===== src/rtl/pc_fetch_sequencer_if.sv =====
// Instruction-memory fetch handshake between the PC sequencer and imem.
// master = sequencer side, slave = memory side.
interface pc_fetch_sequencer_if;
    logic        imem_req_o;
    logic [31:0] imem_addr_o;
    logic        imem_ack_i;

    modport master (
        output imem_req_o,
        output imem_addr_o,
        input  imem_ack_i
    );

    modport slave (
        input  imem_req_o,
        input  imem_addr_o,
        output imem_ack_i
    );
endinterface


===== src/rtl/pc_fetch_sequencer.sv =====
// PC owner and fetch sequencer: picks next PC, drives req/ack fetch to imem.
// Optional target alignment check enabled by PC_SEQ_ALIGN_CHECK_EN.
module pc_fetch_sequencer #(
    parameter logic [31:0] RESET_VECTOR = 32'h0000_0000,
    parameter logic [31:0] EXC_VECTOR   = 32'h0000_0180,
    parameter int unsigned STEP         = 4
) (
    input  logic                        clk,
    input  logic                        rst_n,
    input  logic                        stall_i,
    input  logic                        branch_taken_i,
    input  logic [31:0]                 branch_target_i,
    input  logic                        jump_i,
    input  logic [31:0]                 jump_target_i,
    input  logic                        exc_i,
    pc_fetch_sequencer_if.master        imem,
    output logic [31:0]                 pc_o,
    output logic                        pc_valid_o,
    output logic                        misalign_o
);
    localparam logic [31:0] ALIGN_MASK = 32'hFFFF_FFFC;
    localparam logic [31:0] STEP_W     = 32'(STEP);

    localparam logic [1:0] P_NONE   = 2'd0;
    localparam logic [1:0] P_BRANCH = 2'd1;
    localparam logic [1:0] P_JUMP   = 2'd2;
    localparam logic [1:0] P_EXC    = 2'd3;

    typedef enum logic [1:0] {
        S_BOOT,
        S_REQ,
        S_HOLD
    } state_t;

    state_t      state;
    logic [31:0] pc;
    logic [1:0]  pend_pri;
    logic [31:0] pend_tgt;
    logic        req_q;
    logic        mis_q;

    logic [31:0] br_tgt;
    logic [31:0] jp_tgt;
    logic        br_bad;
    logic        jp_bad;
    logic [1:0]  in_pri;
    logic [31:0] in_tgt;
    logic        in_mis;
    logic        take;
    logic        eff_valid;
    logic [1:0]  eff_pri;
    logic [31:0] eff_tgt;
    logic [31:0] next_pc;

    assign imem.imem_req_o  = req_q;
    assign imem.imem_addr_o = pc;
    assign misalign_o       = mis_q;

    always_comb begin
        br_tgt = branch_target_i & ALIGN_MASK;
        jp_tgt = jump_target_i & ALIGN_MASK;
`ifdef PC_SEQ_ALIGN_CHECK_EN
        br_bad = branch_taken_i && (branch_target_i[1:0] != 2'b00);
        jp_bad = jump_i && (jump_target_i[1:0] != 2'b00);
`else
        br_bad = 1'b0;
        jp_bad = 1'b0;
`endif
        in_pri = P_NONE;
        in_tgt = EXC_VECTOR;
        in_mis = 1'b0;
        // misaligned targets turn into exceptions, so they outrank real jumps
        if (exc_i) begin
            in_pri = P_EXC;
        end else if (jp_bad || br_bad) begin
            in_pri = P_EXC;
            in_mis = 1'b1;
        end else if (jump_i) begin
            in_pri = P_JUMP;
            in_tgt = jp_tgt;
        end else if (branch_taken_i) begin
            in_pri = P_BRANCH;
            in_tgt = br_tgt;
        end

        take      = (in_pri != P_NONE) && (in_pri >= pend_pri);
        eff_valid = (in_pri != P_NONE) || (pend_pri != P_NONE);
        eff_pri   = take ? in_pri : pend_pri;
        eff_tgt   = take ? in_tgt : pend_tgt;
        next_pc   = (eff_pri != P_NONE) ? eff_tgt : pc + STEP_W;
    end

    always_ff @(posedge clk) begin
        if (!rst_n) begin
            state      <= S_BOOT;
            pc         <= RESET_VECTOR;
            pend_pri   <= P_NONE;
            pend_tgt   <= '0;
            req_q      <= 1'b0;
            pc_o       <= '0;
            pc_valid_o <= 1'b0;
            mis_q      <= 1'b0;
        end else begin
            pc_valid_o <= 1'b0;
            mis_q      <= take && in_mis;
            case (state)
                S_BOOT, S_HOLD: begin
                    pend_pri <= P_NONE;
                    if (eff_valid) begin
                        pc <= eff_tgt;
                    end
                    if (stall_i) begin
                        state <= S_HOLD;
                        req_q <= 1'b0;
                    end else begin
                        state <= S_REQ;
                        req_q <= 1'b1;
                    end
                end
                S_REQ: begin
                    if (imem.imem_ack_i) begin
                        pc       <= next_pc;
                        pend_pri <= P_NONE;
                        // any redirect seen during this fetch kills it
                        if (!eff_valid) begin
                            pc_o       <= pc;
                            pc_valid_o <= 1'b1;
                        end
                        if (stall_i) begin
                            state <= S_HOLD;
                            req_q <= 1'b0;
                        end else begin
                            state <= S_REQ;
                            req_q <= 1'b1;
                        end
                    end else begin
                        pend_pri <= eff_pri;
                        pend_tgt <= eff_tgt;
                    end
                end
                default: begin
                    state <= S_BOOT;
                    req_q <= 1'b0;
                end
            endcase
        end
    end
endmodule


===== src/flat_wrapper.sv =====
// flat-port wrapper written by rule: the top's interface ports become plain ports
module pc_fetch_sequencer_flat 
#(
    parameter logic [31:0] RESET_VECTOR = 32'h0000_0000,
    parameter logic [31:0] EXC_VECTOR   = 32'h0000_0180,
    parameter int unsigned STEP         = 4
)
  (clk, rst_n, stall_i, branch_taken_i, branch_target_i, jump_i, jump_target_i, exc_i, pc_o, pc_valid_o, misalign_o, imem_imem_req_o, imem_imem_addr_o, imem_imem_ack_i);
  pc_fetch_sequencer_if imem_i ();
  input  logic clk;
  input  logic rst_n;
  input  logic stall_i;
  input  logic branch_taken_i;
  input  logic [31:0] branch_target_i;
  input  logic jump_i;
  input  logic [31:0] jump_target_i;
  input  logic exc_i;
  output logic [31:0] pc_o;
  output logic pc_valid_o;
  output logic misalign_o;
  output wire logic [$bits(imem_i.imem_req_o)-1:0] imem_imem_req_o;
  output wire logic [$bits(imem_i.imem_addr_o)-1:0] imem_imem_addr_o;
  input wire logic [$bits(imem_i.imem_ack_i)-1:0] imem_imem_ack_i;
  assign imem_imem_req_o = imem_i.imem_req_o;
  assign imem_imem_addr_o = imem_i.imem_addr_o;
  assign imem_i.imem_ack_i = imem_imem_ack_i;
  pc_fetch_sequencer #(.RESET_VECTOR(RESET_VECTOR), .EXC_VECTOR(EXC_VECTOR), .STEP(STEP)) u_core (.clk(clk), .rst_n(rst_n), .stall_i(stall_i), .branch_taken_i(branch_taken_i), .branch_target_i(branch_target_i), .jump_i(jump_i), .jump_target_i(jump_target_i), .exc_i(exc_i), .imem(imem_i), .pc_o(pc_o), .pc_valid_o(pc_valid_o), .misalign_o(misalign_o));
endmodule

===== config.mk =====
export PLATFORM = sky130hd
export DESIGN_NAME = pc_fetch_sequencer_flat
export DESIGN_NICKNAME = d
export VERILOG_FILES = /design/src/rtl/pc_fetch_sequencer_if.sv /design/src/rtl/pc_fetch_sequencer.sv /design/src/flat_wrapper.sv
export SDC_FILE = /design/constraint.sdc
export NUM_CORES = 1
export LEC_CHECK = 0
export CORE_MARGIN = 2
export CORE_UTILIZATION = 30
export CTS_CLUSTER_DIAMETER = 80
export CTS_CLUSTER_SIZE = 16
export DETAILED_ROUTE_END_ITERATION = 10
export GPL_ROUTABILITY_DRIVEN = 0
export PLACE_DENSITY = 0.52
export SYNTH_ARGS = -nofsm -noshare
export SYNTH_HDL_FRONTEND = slang
export SYNTH_SLANG_ARGS = --single-unit

===== constraint.sdc =====
create_clock -name clk -period 3.52 [get_ports clk]
set_input_delay 0.704 -clock clk [delete_from_list [all_inputs] [get_ports clk]]
set_output_delay 0.704 -clock clk [all_outputs]
set_load 0.05 [all_outputs]

==> results of run 1 <==
## critical path, stage by stage
cell and delay [ns]:
clkdlybuf4s50_1 0.52, nor2b_2 0.17, nor2_1 0.06, ha_1 0.27, nand2b_1 0.19, a21oi_2 0.28
o21ai_1 0.14, buf_12 0.21, a21oi_1 0.42, o311ai_0 0.21, o21ai_0 0.10
## sequential cells by signal, indices dropped and copies added, names as in the netlist
| name | count |
|---|---|
| u_core.imem.imem_addr_o | 32 |
| u_core.pc_o | 32 |
| u_core.pend_tgt | 32 |
| u_core.pend_pri | 2 |
| u_core.imem.imem_req_o | 1 |
| u_core.pc_valid_o | 1 |
| u_core.state | 1 |
## layout make-up
type,count,share of cell area
clock buffers,10,0.0339
clock inverters,6,0.0156
inverters,7,0.00372
multi-input cells,519,0.402
flip-flops and latches,101,0.286
well taps,220,0.0390
repair buffers,159,0.219
## power groups by stage
| stage | sequential, mW | combinational, mW | clock, mW |
|---|---|---|---|
| 6_report | 1.22 | 0.486 | 1.17 |
| 5_1_grt | 1.22 | 0.525 | 1.23 |
| 4_1_cts | 1.22 | 0.487 | 1.19 |
| 3_5_place_dp | 1.24 | 0.485 | 0 |
| 3_3_place_gp | 1.24 | 0.480 | 0 |
| 2_1_floorplan | 1.30 | 0.207 | 0 |
## cell usage after synthesis, drive strengths merged, types with 7 or more instances
cell and n:
a22oi 30, and3 16, nor4 12, o211ai 10, o22ai 7, dfxtp 101
mux2 7, nand2 162, or3 9, clkbuf 36, nor2 39, buf 15
a21oi 96, nor3 9, a31oi 10, nand3 33, o21ai 19
## path summary, 6_finish.rpt
check / end / depth (start not counted) / start / slack, ns
worst max-delay path: u_core.imem.imem_addr_o[29]$_SDFFE_PN0P_ / 11 / jump_i / 0.50
worst min-delay path: u_core.pc_o[14]$_SDFFE_PN0P_ / 2 / u_core.pc_o[14]$_SDFFE_PN0P_ / 0.45
worst max register to register: u_core.imem.imem_addr_o[24]$_SDFFE_PN0P_ / 7 / u_core.imem.imem_addr_o[2]$_SDFFE_PN0P_ / 1.11
worst min register to register: u_core.pc_o[14]$_SDFFE_PN0P_ / 2 / u_core.pc_o[14]$_SDFFE_PN0P_ / 0.45
## cell families (layout without fill, tap and decap cells)
group           count (synthesis)  in the layout  synth area share
simple gates                  306            306             0.283
compound gates                199            199             0.243
flops                         101            101             0.397
buf+inv                        58            182            0.0477
mux                            10             10            0.0214
fa+ha+maj                       3              3           0.00737
other cells                     1              1          0.000736
## routing by layer
layer | share of wire | wire [µm]
met1 | 0.49 | 8480
met2 | 0.44 | 7640
met3 | 0.055 | 947
met4 | 0.0083 | 142
met5 | 0 | 0
## per-stage QoR
| step | setup WS, ns | power (mW) | instance area, µm² |
|---|---|---|---|
| 6_report | 0.502 | 2.87 | 7060 |
| 4_1_cts | 0.537 | 2.89 | 7060 |
| 5_1_grt | 0.271 | 2.97 | 7060 |
| 3_3_place_gp | 0.240 | 1.72 | 6710 |
| 3_5_place_dp | 0.179 | 1.73 | 6710 |
| 2_1_floorplan | 0.340 | 1.51 | 5090 |
==> impl_metrics.ini, run 1 <==
[synthesis]
synthFlopType = dfxtp_1
seq_area_frac_synth = 0.397
syn_area_per_cell_um2 = 7.51
yosys-top-cells-area = dfxtp_1 (40%), nand2_1 (12%), a21oi_1 (9.2%), a22oi_1 (4.4%), nand3_1 (3.0%)
synth.distinct_cells = 56
synth_nets = 752
yosys.area.top_type_share = 0.397
syn-cell-area_um2 = 5090
synthCells = 678
ys_warn_count = 0
synth-edff-count = 0
post-synth-top-area-cell = dfxtp_1
synth-async-reset-ratio = 0
synth_seq_cells = 101

[placed_design]
hpwl_mm = 12.2
io_buffers = 132
placedCellCount = 1006

[pwr]
powerDensity_nw_per_um2 = 406
irDropWorstVdd_mv = 0.266
pwr-share-clk = 0.406
intPower_mw = 2.08
switching_power_mw = 0.788
p_seq_frac = 0.424
p_comb_frac = 0.170
p_sw_frac = 0.275
leakage_nw = 2.37

[timing]
clock_skew_ns = 0.0107
relSlewSlack = 0.597
tightest_slew_ns = 0.602
setup_viol = 0
rsz0062_at_grt = no
hold_viol = 0
finalMaxSlewViolations = 0
min_period_over_period = 0.857
min_period_ns = 3.02
fmax_mhz = 331
fin_hold_ws_ns = 0.451
setup-tns-final_ns = 0

[die]
die-area_um2 = 18000
fp-row-count = 47
initial_core_util = 0.307
core_um2 = 16600
io_pins = 138
die_x_um = 134
die_h_um = 134

[outcome]
status = finished, final reports clean

[layout]
num_antenna_cells = 0
finish.net_count = 871
fin_util = 0.426
area.growth.synth_to_final_pct = 38.6
ff_latch_area_um2 = 2020
finalNonFillerCells = 1022
multi_input_area_um2 = 2840
layout-drive-gt1-share = 0.0786
layout_commonest_cell = nand2_1
final_cell_mix = nand2_1 (161), clkdlybuf4s50_1 (132), dfxtp_1 (101)
nFillCells = 1685

[detailed_routing]
dr.pass1.iters = 4
vias_per_cell = 5.25
initialDrtViolationCount = 415
wl_per_cell_um = 16.8
num_vias = 5368
post-route-drc-count = 0
final_antenna_net_count = 0
wl_mm = 17.2

[critical_path]
cp_data_arrival_time_ns = 3.29
startpoint_type = input port
cp.required_ns = 3.79
critical_path.max_fanout = 31
worstSetupPathType = input port to flop
crit_path_end_kind = flop

[grt]
use_met1 = 0.270
grt_pass1_vias = 5028
grt_usage = 0.191
grt-busiest-layer = met2
grt_pass1_wl_mm = 27.0
overflow = 0
antenna_found_initial = 0
use_met3 = 0.0306
use_met2 = 0.304
grt_max_degree = 49

[cts]
clock_sinks = 101
clk_transition_reported_paths_ns = 0.07
htree_levels = 3
cts_hold_buf = 0
root_buffer = clkbuf_16
clkLatencyLatePin_ns = 0.35
clockBufferDepth = 2
post_cts.repair.setup_buffers = 0
cts-buffers-inserted = 9
post_cts_resized = 0
cts_tree = built

[hold_path]
hold_class = flop to flop

[run]
drv_cap = 0
Power figures use the tool's default switching activity.
==> inputs of run 2 (changes only) <==
ABC_AREA = 1   (was default)
PLACE_DENSITY = 0.51   (was 0.52)
==> run 2 against run 1 <==
Net effect: global-route usage shrank 1.3 points; sequential share of layout area decreased by 1.9 points; via count is 10% higher; maximum frequency up 2.3%; largest cell class unchanged; largest power group unchanged.
==> impl_metrics.ini, run 2 <==
[hold_path]
worstHoldEndpoint = u_core.pend_tgt[17]$_SDFFE_PN0P_
hp-start = u_core.pend_tgt[17]$_SDFFE_PN0P_
hold_class = flop to flop
hold_depth = 2

[die]
die-area_um2 = 20300
io_pins = 138
die_h_um = 142
die_x_um = 142
fp-row-count = 50
core_um2 = 18800
initial_core_util = 0.306

[critical_path]
r2r_cells = 12
worstReg2RegStart = u_core.imem.imem_addr_o[2]$_SDFFE_PN0P_
critical_path.max_fanout = 31
crit_path_end_kind = flop
r2r_end = u_core.imem.imem_addr_o[28]$_SDFFE_PN0P_
reg2reg_slack_ns = 1.18
startpoint_type = input port
worstSetupPathType = input port to flop
cp.required_ns = 3.78
cp_data_arrival_time_ns = 3.21

[grt]
overflow = 0
grt_max_degree = 63
grt_pass1_vias = 5321
grt_usage = 0.178
grt_pass1_wl_mm = 28.4
antenna_found_initial = 0

[synthesis]
synthCells = 929
synth_top_cells_by_count = nand2_1 (317), dfxtp_1 (101), inv_1 (101), a21oi_1 (89), nor2_1 (88)
synthFlopType = dfxtp_1
synth-async-reset-ratio = 0
ys_warn_count = 0
post-synth-top-area-cell = dfxtp_1
synth.distinct_cells = 31
syn-cell-area_um2 = 5750
syn_area_per_cell_um2 = 6.19
yosys-top-cells-area = dfxtp_1 (35%), nand2_1 (21%), a21oi_1 (7.7%), inv_1 (6.6%), nor2_1 (5.7%)
synth_seq_cells = 101
yosysMostFrequentCell = nand2_1
yosys.area.top_type_share = 0.352
synth_nets = 1003
seq_area_frac_synth = 0.352
synth-edff-count = 0

[pwr]
switching_power_mw = 0.952
p_sw_frac = 0.331
leakage_nw = 3.14
pwr-share-clk = 0.318
intPower_mw = 1.93
p_comb_frac = 0.245
powerDensity_nw_per_um2 = 380
irDropWorstVdd_mv = 0.191
p_seq_frac = 0.437

[cts]
post_cts_resized = 0
clock_sinks = 101
clk_transition_reported_paths_ns = 0.06
clkLatencyLatePin_ns = 0.36
htree_levels = 3
cts-buffers-inserted = 9
post_cts.repair.setup_buffers = 0
root_buffer = clkbuf_16
cts_tree = built
cts_hold_buf = 0
clockBufferDepth = 2

[timing]
min_period_over_period = 0.838
finalMaxSlewViolations = 0
setup_viol = 0
setup-tns-final_ns = 0
hold_viol = 0
tightest_slew_ns = 0.596
relSlewSlack = 0.602
min_period_ns = 2.95
clock_skew_ns = 0.00819
rsz0062_at_grt = no
fmax_mhz = 339

[detailed_routing]
wl_per_cell_um = 13.9
wl_mm = 17.8
post-route-drc-count = 0
num_vias = 5910
final_antenna_net_count = 0
dr.pass1.iters = 5
initialDrtViolationCount = 370
vias_per_cell = 4.62

[layout]
layout_commonest_cell = nand2_1
num_antenna_cells = 0
finish.net_count = 1116
design_area_um2 = 7570
final_cell_mix = nand2_1 (317), clkdlybuf4s50_1 (132), inv_1 (101), dfxtp_1 (101), a21oi_1 (89)
area.growth.synth_to_final_pct = 31.7
layout-drive-gt1-share = 0.0516

[placed_design]
io_buffers = 132
hpwl_mm = 13.4
place_area_um2 = 7320

[run]
drv_cap = 0

[outcome]
status = finished, final reports clean
[run 2: cell types whose count changed after synthesis, moves of 15 or more]
cell / delta
and3_1: -16
nor2_1: +49
clkbuf_1: -15
nand2_1: +156
inv_1: +95
a211oi_1: +28
a22oi_1: -30
o21ai_0: +31
nand3_1: +24
[run 2: kinds of logic after synthesis]
| logic type | synth area share |
|---|---|
| buffers and inverters | 0.112 |
| adders and majority gates | 0.00653 |
| AOI/OAI and AO/OA | 0.161 |
| and+or+nand+nor | 0.351 |
| xor gates and xnor gates | 0.0168 |
| other | 0.000652 |
| DFF | 0.352 |
[run 2: worst max path at each step]
stage | from | endpoint | slack, ns | cells past startpoint
6_report | jump_i | u_core.imem.imem_addr_o[12]$_SDFFE_PN0P_ | 0.57 | 15
3_3_place_gp | jump_i | u_core.imem.imem_addr_o[15]$_SDFFE_PN0P_ | 0.23 | 15
5_1_grt | jump_i | u_core.imem.imem_addr_o[12]$_SDFFE_PN0P_ | 0.29 | 15
3_5_place_dp | jump_i | u_core.imem.imem_addr_o[1]$_SDFFE_PN0P_ | 0.19 | 15
4_1_cts | jump_i | u_core.imem.imem_addr_o[12]$_SDFFE_PN0P_ | 0.57 | 15
2_1_floorplan | jump_i | u_core.imem.imem_addr_o[23]$_SDFFE_PN0P_ | 1.17 | 15
[run 2: final cells by class]
class                           instances  area (µm²)
Fill cell                            2087       11200
Multi-Input combinational cell        672        3080
Sequential cell                       101        2020
Timing Repair Buffer                  152        1520
Inverter                              106         398
Tap cell                              234         293
Clock buffer                           10         229
Clock inverter                          5        28.8
[run 2: routing by layer]
layer | routed length [µm] | GRT usage | vias up | share of wire
met5 | 0 | 0 | - | 0
met4 | 224 | 0.0542 | 0 | 0.013
met3 | 691 | 0.0279 | 12 | 0.039
met2 | 7730 | 0.275 | 136 | 0.43
met1 | 9130 | 0.255 | 2582 | 0.51
li1 | - | - | 3180 | -
[run 2: per-stage QoR]
stage,util,setup WS [ns],hold slack [ns],power [mW],instances
after floorplan,-,1.17,0.425,1.71,929
after global placement,0.390,0.226,0.432,1.99,1265
after detailed placement,0.390,0.193,0.437,1.99,1265
after CTS,0.404,0.568,0.448,2.92,1280
after global routing,0.404,0.295,0.467,3.03,1280
final,0.404,0.569,0.443,2.88,1280
[run 2: power by group through the flow]
stage	combinational, mW	clock (mW)	sequential (mW)
after floorplan	0.310	0	1.40
after global placement	0.704	0	1.29
after detailed placement	0.707	0	1.29
after CTS	0.709	0.950	1.26
after global routing	0.774	0.987	1.27
final	0.705	0.915	1.26
[run 2: critical path: stages]
cell             delay, ns
clkdlybuf4s50_1       0.48
buf_4                 0.17
nor2_2                0.06
nor2_1                0.13
ha_1                  0.25
nand2_1               0.07
nand3_1               0.17
nand2_4               0.12
nand2_1               0.05
nand2_1               0.17
nand3_4               0.34
nand2_1               0.26
nand3_1               0.09
nand2_1               0.06
inv_1                 0.03
==> inputs of run 3 (changes only) <==
clock period = 3.1 ns   (was 3.52 ns; I/O delays follow)
==> run 3 against run 2 <==
Net effect: cell count rose by 0.23%; design area rose by 1.8%; largest power group unchanged; sequential share of layout area fell by 0.46 points; clock skew rose by 0.0011 ns; non-clock buffer count rose by 2.
==> impl_metrics.ini, run 3 (synthesized netlist as in run 2, its figures left out) <==
[outcome]
status = finished, final reports clean

[die]
die-area_um2 = 20300
core_um2 = 18800
fp-row-count = 50
io_pins = 138
die_h_um = 142
die_x_um = 142
initial_core_util = 0.306

[grt]
grt_pass1_vias = 5312
overflow = 0
grt_usage = 0.178
grt-busiest-layer = met2
use_met1 = 0.258
antenna_found_initial = 0
grt_max_degree = 63
grt_pass1_wl_mm = 28.4
use_met3 = 0.0293
use_met2 = 0.267

[layout]
finish.net_count = 1118
final_cell_mix = nand2_1 (317), clkdlybuf4s50_1 (132), inv_1 (101), dfxtp_1 (101), a21oi_1 (89)
multi_input_area_um2 = 3080
layout-drive-gt1-share = 0.0543
nFillCells = 2044
num_antenna_cells = 0
fin_util = 0.411
layout_commonest_cell = nand2_1
ff_latch_area_um2 = 2020
area.growth.synth_to_final_pct = 34.1

[critical_path]
r2r_cells = 13
worstSetupPathType = input port to flop
cp_data_arrival_time_ns = 3.01
r2r_end = u_core.imem.imem_addr_o[28]$_SDFFE_PN0P_
reg2reg_slack_ns = 0.91
cp.required_ns = 3.40
worstReg2RegStart = u_core.imem.imem_addr_o[2]$_SDFFE_PN0P_
startpoint_type = input port
critical_path.max_fanout = 21
crit_path_end_kind = flop

[detailed_routing]
dr.pass1.iters = 5
post-route-drc-count = 0
wl_per_cell_um = 13.8
initialDrtViolationCount = 343
wl_mm = 17.8
final_antenna_net_count = 0
num_vias = 5912
vias_per_cell = 4.61

[cts]
clk_transition_reported_paths_ns = 0.07
clkLatencyLatePin_ns = 0.35
cts_hold_buf = 0
cts_tree = built
clock_sinks = 101
post_cts.repair.setup_buffers = 0
htree_levels = 3
cts-buffers-inserted = 9
clockBufferDepth = 2
root_buffer = clkbuf_16
post_cts_resized = 0

[pwr]
pwr-share-clk = 0.359
totalPowerFinal_mw = 3.50
intPower_mw = 2.41
p_sw_frac = 0.311
switching_power_mw = 1.09
powerDensity_nw_per_um2 = 454
p_seq_frac = 0.408
irDropWorstVdd_mv = 0.235
leakage_nw = 3.20
p_comb_frac = 0.232

[timing]
setup-tns-final_ns = 0
setup_viol = 0
fin_hold_ws_ns = 0.446
relSlewSlack = 0.607
min_period_over_period = 0.874
min_period_ns = 2.71
clock_skew_ns = 0.00927
hold_viol = 0
rsz0062_at_grt = no
tightest_slew_ns = 0.588
fmax_mhz = 369
finalMaxSlewViolations = 0
finalWorstSetupSlack_ns = 0.390

[placed_design]
hpwl_mm = 13.5
pre_cts_ws_ns = 0.0110
io_buffers = 132

[run]
drv_cap = 0

[hold_path]
hold_depth = 2
worstHoldEndpoint = u_core.pend_tgt[21]$_SDFFE_PN0P_
hp-start = u_core.pend_tgt[21]$_SDFFE_PN0P_
hold_class = flop to flop
-- run 3: cell count changes in the layout (fill, tap and decap cells not counted), sizes merged --
| cell | previous run | this run |
|---|---|---|
| clkinv | 5 | 2 |
| clkbuf | 10 | 12 |
| bufinv | 0 | 2 |
| buf | 20 | 22 |
-- run 3: per-layer routing --
metal	up-vias	routed length [µm]
li1	3189	-
met1	2574	9220
met2	136	7580
met3	13	704
met4	0	263
met5	-	0
-- run 3: layout make-up --
type | count | area share
sequential | 101 | 0.262
clock inverter | 4 | 0.00909
inverter | 106 | 0.0516
multi-input combinational | 672 | 0.400
clock buffer | 12 | 0.0333
timing repair buffer | 154 | 0.206
tap | 234 | 0.0380
-- run 3: worst max-delay path by stage --
| stage | to | slack, ns | cells after the start | from |
|---|---|---|---|---|
| 3_3_place_gp | u_core.imem.imem_addr_o[15]$_SDFFE_PN0P_ | 0.03 | 16 | jump_i |
| 3_5_place_dp | u_core.imem.imem_addr_o[15]$_SDFFE_PN0P_ | 0.01 | 16 | jump_i |
| 6_report | u_core.imem.imem_addr_o[15]$_SDFFE_PN0P_ | 0.39 | 16 | jump_i |
| 5_1_grt | u_core.imem.imem_addr_o[11]$_SDFFE_PN0P_ | 0.17 | 16 | jump_i |
| 4_1_cts | u_core.imem.imem_addr_o[15]$_SDFFE_PN0P_ | 0.38 | 16 | jump_i |
| 2_1_floorplan | u_core.imem.imem_addr_o[23]$_SDFFE_PN0P_ | 0.83 | 15 | jump_i |
-- run 3: power groups by stage --
stage	Sequential (mW)	Clock [mW]	Combinational [mW]
2_1_floorplan	1.59	0	0.352
3_3_place_gp	1.46	0	0.814
3_5_place_dp	1.46	0	0.816
4_1_cts	1.43	1.29	0.818
5_1_grt	1.44	1.34	0.896
6_report	1.43	1.26	0.814
-- run 3: through the flow --
step | cell area (µm²) | std cells
6_report | 7710 | 1283
5_1_grt | 7710 | 1283
4_1_cts | 7710 | 1283
3_5_place_dp | 7380 | 1267
3_3_place_gp | 7380 | 1267
2_1_floorplan | 5750 | 929
-- run 3: critical path: stages --
cell,delay [ns]
clkdlybuf4s50_1,0.60
nor2_2,0.08
nor2_1,0.13
ha_1,0.25
nand2_1,0.07
nand3_1,0.17
nand2_4,0.14
nand2_1,0.05
nand2_1,0.17
inv_2,0.06
nor2_2,0.22
buf_12,0.19
nand2_1,0.07
nand3_1,0.08
nand2_1,0.05
inv_1,0.04
